**src/rtl/range_cam_multi.sv**
```systemverilog
// Multi-port range CAM: NUMSRPT independent 3-stage search pipelines
// sharing one entry array with two write ports and a bulk clear.
module range_cam_multi #(
  parameter int NUMADDR = 64,
  parameter int BITADDR = 6,
  parameter int BITRANG = 8,
  parameter int NUMSRPT = 2,
  parameter int RNGMODE = 0,
  parameter int WIDTH   = 2*BITRANG+1
) (
  input  logic                       clk,
  input  logic                       rst,
  input  logic                       write_0,
  input  logic [BITADDR-1:0]         wr_adr_0,
  input  logic [WIDTH-1:0]           wr_din_0,
  input  logic                       write_1,
  input  logic [BITADDR-1:0]         wr_adr_1,
  input  logic [WIDTH-1:0]           wr_din_1,
  input  logic                       clear,
  input  logic [NUMSRPT-1:0]         search,
  input  logic [NUMSRPT*BITRANG-1:0] sr_rng,
  output logic [NUMSRPT-1:0]         sr_vld,
  output logic [NUMSRPT*NUMADDR-1:0] sr_bmp,
  output logic [NUMSRPT-1:0]         sr_hit,
  output logic [NUMSRPT*BITADDR-1:0] sr_adr
);

  logic [NUMADDR-1:0] r_ent_vld;
  logic [BITRANG-1:0] r_min [NUMADDR];
  logic [BITRANG-1:0] r_max [NUMADDR];

  logic [NUMSRPT-1:0] r_s1_vld;
  logic [NUMSRPT-1:0] r_s2_vld;
  logic [NUMSRPT-1:0] r_s3_vld;
  logic [BITRANG-1:0] r_s1_key [NUMSRPT];
  logic [NUMADDR-1:0] r_s2_bmp [NUMSRPT];
  logic [NUMADDR-1:0] r_s3_bmp [NUMSRPT];
  logic [NUMSRPT-1:0] r_s3_hit;
  logic [BITADDR-1:0] r_s3_adr [NUMSRPT];

  logic [NUMADDR-1:0] w_bmp [NUMSRPT];
  logic [NUMSRPT-1:0] w_hit;
  logic [BITADDR-1:0] w_adr [NUMSRPT];

  // Clear first, then port 0, then port 1: later assignments win.
  always_ff @(posedge clk) begin
    if (rst) begin
      r_ent_vld <= '0;
    end else begin
      if (clear)
        r_ent_vld <= '0;
      if (write_0)
        r_ent_vld[wr_adr_0] <= wr_din_0[2*BITRANG];
      if (write_1)
        r_ent_vld[wr_adr_1] <= wr_din_1[2*BITRANG];
    end
  end

  always_ff @(posedge clk) begin
    if (!rst && write_0) begin
      r_min[wr_adr_0] <= wr_din_0[2*BITRANG-1:BITRANG];
      r_max[wr_adr_0] <= wr_din_0[BITRANG-1:0];
    end
    if (!rst && write_1) begin
      r_min[wr_adr_1] <= wr_din_1[2*BITRANG-1:BITRANG];
      r_max[wr_adr_1] <= wr_din_1[BITRANG-1:0];
    end
  end

  always_comb begin
    for (int p = 0; p < NUMSRPT; p++) begin
      w_bmp[p] = '0;
      for (int i = 0; i < NUMADDR; i++) begin
        w_bmp[p][i] = r_ent_vld[i] &&
                      (r_min[i] <= r_s1_key[p]) &&
                      ((RNGMODE != 0) ?
                        (r_s1_key[p] <  r_max[i]) :
                        (r_s1_key[p] <= r_max[i]));
      end
    end
  end

  // Walk downwards so the lowest set index is the last one written.
  always_comb begin
    for (int p = 0; p < NUMSRPT; p++) begin
      w_hit[p] = |r_s2_bmp[p];
      w_adr[p] = '0;
      for (int i = NUMADDR-1; i >= 0; i--) begin
        if (r_s2_bmp[p][i])
          w_adr[p] = BITADDR'(i);
      end
    end
  end

  always_ff @(posedge clk) begin
    for (int p = 0; p < NUMSRPT; p++) begin
      r_s1_key[p] <= sr_rng[p*BITRANG +: BITRANG];
      r_s2_bmp[p] <= w_bmp[p];
    end
    if (rst) begin
      r_s1_vld <= '0;
      r_s2_vld <= '0;
    end else begin
      r_s1_vld <= search;
      r_s2_vld <= r_s1_vld;
    end
  end

  always_ff @(posedge clk) begin
    if (rst) begin
      r_s3_vld <= '0;
      r_s3_hit <= '0;
      for (int p = 0; p < NUMSRPT; p++) begin
        r_s3_bmp[p] <= '0;
        r_s3_adr[p] <= '0;
      end
    end else begin
      r_s3_vld <= r_s2_vld;
      for (int p = 0; p < NUMSRPT; p++) begin
        if (r_s2_vld[p]) begin
          r_s3_bmp[p] <= r_s2_bmp[p];
          r_s3_hit[p] <= w_hit[p];
          r_s3_adr[p] <= w_adr[p];
        end
      end
    end
  end

  assign sr_vld = r_s3_vld;
  assign sr_hit = r_s3_hit;

  for (genvar p = 0; p < NUMSRPT; p++) begin : g_out
    assign sr_bmp[p*NUMADDR +: NUMADDR] = r_s3_bmp[p];
    assign sr_adr[p*BITADDR +: BITADDR] = r_s3_adr[p];
  end

endmodule

```
**config.mk**
```make
export PLATFORM = sky130hd
export DESIGN_NAME = range_cam_multi
export DESIGN_NICKNAME = d
export VERILOG_FILES = /design/src/rtl/range_cam_multi.sv
export SDC_FILE = /design/constraint.sdc
export NUM_CORES = 2
export LEC_CHECK = 0
export CAP_MARGIN = 20
export CORE_MARGIN = 2
export CORE_UTILIZATION = 40
export CTS_BUF_LIST = sky130_fd_sc_hd__clkbuf_8
export DETAILED_ROUTE_END_ITERATION = 10
export GPL_TIMING_DRIVEN = 0
export PLACE_DENSITY = 0.58
export SYNTH_ARGS = -nofsm -noshare
export SYNTH_HDL_FRONTEND = slang
export SYNTH_SLANG_ARGS = --single-unit
export TNS_END_PERCENT = 30
```
**constraint.sdc**
```tcl
create_clock -name clk -period 7.59 [get_ports clk]
set_clock_uncertainty 0.2 [all_clocks]
set_input_delay 1.518 -clock clk [delete_from_list [all_inputs] [get_ports clk]]
set_output_delay 1.518 -clock clk [all_outputs]
set_load 0.02 [all_outputs]
```
==> impl_metrics.env <==
export IMPL_h_tree_depth=5
export IMPL_die_w_um=517
export IMPL_syn_nets=11700
export IMPL_grt_pass1_wl_um=644000
export IMPL_hp_start="r_s1_vld[0]"
export IMPL_design_area_mm2=0.120
export IMPL_fp_row_count=188
export IMPL_layout_min_cycle_time_ps=4880
export IMPL_cts_sinks=1380
export IMPL_holdWs_ps=236
export IMPL_outcome="complete, no violations"
export IMPL_synth_top_area_cell="edfxtp_1"
export IMPL_die_h_um=517
export IMPL_arrival_ps=5490
export IMPL_ctsHoldBuffers=0
export IMPL_maxCapViolCount=0
export IMPL_relSlewSlack_pct=11.6
export IMPL_synth_edff_count=1164
export IMPL_hold_viol=0
export IMPL_yosysTopAreaCellShare_pct=33.2
export IMPL_dpl_cell_area_mm2=0.114
export IMPL_grt_max_degree=43
export IMPL_start_util_pct=40.2
export IMPL_peakVddDrop_mv=0.207
export IMPL_slew_viol_final=0
export IMPL_cts_resized=0
export IMPL_core_area_mm2=0.262
export IMPL_ios=213
export IMPL_post_route_period_util_pct=64.3
export IMPL_ys_ff_latch=1380
export IMPL_r2r_cells=5
export IMPL_synthCells=9548
export IMPL_worstHoldPathCells=1
export IMPL_path_clk_slew_ps=60
export IMPL_yosysUniqueCellTypes=65
export IMPL_rsz0062_at_grt="false"
export IMPL_ys_top_cells_by_area="edfxtp_1 33%, ha_1 24%, mux2_2 11%, dfxtp_1 4.1%, a21o_1 3.0%"
export IMPL_die_area_mm2=0.267
export IMPL_tightest_slew_ps=1330
export IMPL_grt_usage_pct=34.4
export IMPL_ys_warn_count=0
export IMPL_grt_pass1_vias=85900
export IMPL_final_net_count=12300
export IMPL_dp_hpwl_um=328000
export IMPL_placedCellCount=13400
export IMPL_viasPerCell=6.34
export IMPL_async_flop_share_pct=0
export IMPL_vias=88400
export IMPL_portBuffers=171
export IMPL_power_leakage_nw=51.7
export IMPL_postCtsSetupBuffers=0
export IMPL_synth_top_flop_cell="edfxtp_1"
export IMPL_crit_fanout=12
export IMPL_worst_setup_path_start_kind="primary input"
export IMPL_cts_buffers=278
export IMPL_setup_viol=0
export IMPL_fmax_mhz=205
export IMPL_wl_per_cell_um=33.8
export IMPL_synth_common_cells="2,048 x ha_1, 1,164 x edfxtp_1, 1,024 x mux2_2"
export IMPL_cts_tree="built"
export IMPL_yosysSeqAreaShare_pct=37.3
export IMPL_overflow=0
export IMPL_syn_to_final_growth_pct=13.8
export IMPL_whs_endpoint="r_s2_vld[0]"
export IMPL_worstSetupPathType="in -> reg"
export IMPL_clockBufferDepth=4
export IMPL_ant_nets=0
export IMPL_wl_um=471000
export IMPL_power_w=0.0194
export IMPL_avgSynthCellArea_um2=11.0
export IMPL_r2r_end="r_s3_adr[0][3]"
export IMPL_insertion_delay_ps=1140
export IMPL_worstHoldPathType="reg -> reg"
export IMPL_gp_congestion=1.00
export IMPL_r2r_start="r_s2_bmp[0][33]"
export IMPL_p_per_area_mw_per_mm2=162
export IMPL_synth_most_common_cell="ha_1"
export IMPL_drt_iter0_drc=10900
export IMPL_drc=0
export IMPL_stdcell_count=13900
export IMPL_synth_area_mm2=0.105
export IMPL_worst_setup_path_end_kind="flop"
export IMPL_first_pass_iters=8
export IMPL_drive_gt1_share_pct=17.7
export IMPL_antenna_found_initial=100
export IMPL_cts_root_buffer="clkbuf_8"
export IMPL_rrSetupSlack_ps=3170
export IMPL_critical_path_required_ps=8210
==> per-layer routing <==
layer | routed length (um) | track usage, % | vias up
li1 | - | - | 37700
met1 | 173000 | 41.0 | 43200
met2 | 202000 | 52.1 | 5682
met3 | 53200 | 9.83 | 1725
met4 | 42800 | 27.2 | 28
met5 | 273 | 0 | -
==> stage by stage <==
step | worst slack, ps | util, % | TNS [ps]
after CTS | 3090 | 45.6 | 0
after floorplan | 3090 | - | 0
after global placement | -7700 | 42.5 | -914580
after global routing | 2830 | 45.7 | 0
final | 2710 | 45.7 | 0
after detailed placement | 1920 | 43.6 | 0
==> critical path: stages <==
cell and delay, ps:
clkdlybuf4s50_1 530, nor3b_2 840, nor2b_1 210, buf_2 760, nand2_1 570, clkbuf_1 400, o21ai_1 330, buf_4 300
==> power breakdown <==
group | switching, W | internal [W]
sequential | 0.0000938 | 0.00830
clock | 0.00364 | 0.00421
combinational | 0.00208 | 0.00110
total | 0.00581 | 0.0136
==> kinds of logic after synthesis <==
logic type	count (synthesis)	share of synthesized area, %
flip-flops	1380	37.3
buffers and inverters	1072	3.99
AO/OA/AOI/OAI	1954	12.0
AND/OR/NAND/NOR	2070	11.4
multiplexers	1024	11.0
adder cells (fa/ha/maj)	2048	24.3
==> state kept, by name, summed over array words and instances (netlist names) <==
signal	cells
r_s3_bmp	128
r_s3_adr	12
sr_vld	2
sr_hit	2
r_max	512
r_ent_vld	64
r_s2_vld	2
r_s2_bmp	128
r_s1_key	16
r_min	512
r_s1_vld	2
==> worst max path at each step <==
stage	from	to	slack (ps)	cells after the start
after global placement	r_s1_key[0][4]	r_s2_bmp[0][59]	-7700	7
after floorplan	r_s1_key[0][1]	r_s2_bmp[0][10]	3090	8
after detailed placement	wr_adr_1[2]	r_min[4][0]	1920	8
after global routing	wr_adr_1[1]	r_min[4][5]	2830	8
final	wr_adr_1[2]	r_min[4][1]	2710	8
after CTS	wr_adr_1[2]	r_min[45][1]	3090	8
==> cell type report <==
cell class                 count  area, um2
antenna                       86        215
tap                         3515       4400
buffer                       379       1660
timing repair buffer         308       4230
inverter                     693       2680
sequential                  1380      39300
clock buffer                 307       4230
clock inverter               177       1120
multi-input combinational   7096      62000
fill                       24300     142000
==> layout by cell type, fill, tap and decap left out, types with 59 or more instances in the layout <==
cell / instances
o21ai_0: 445
a21oi_1: 374
nor2b_1: 281
inv_1: 772
nand3_1: 171
o21a_1: 352
mux2_2: 1024
a21o_1: 422
and2_1: 112
diode_2: 86
nand2_1: 106
clkbuf_8: 307
edfxtp_1: 1164
nand4_1: 302
nor3_1: 179
a31oi_1: 98
nand4b_1: 90
dfxtp_1: 200
clkbuf_1: 247
clkdlybuf4s50_1: 171
or4_1: 61
ha_1: 2048
buf_2: 96
and3_1: 259
nor2_1: 274
nand2b_1: 85
buf_16: 59
Note: power is estimated with default switching activity, not from simulation.
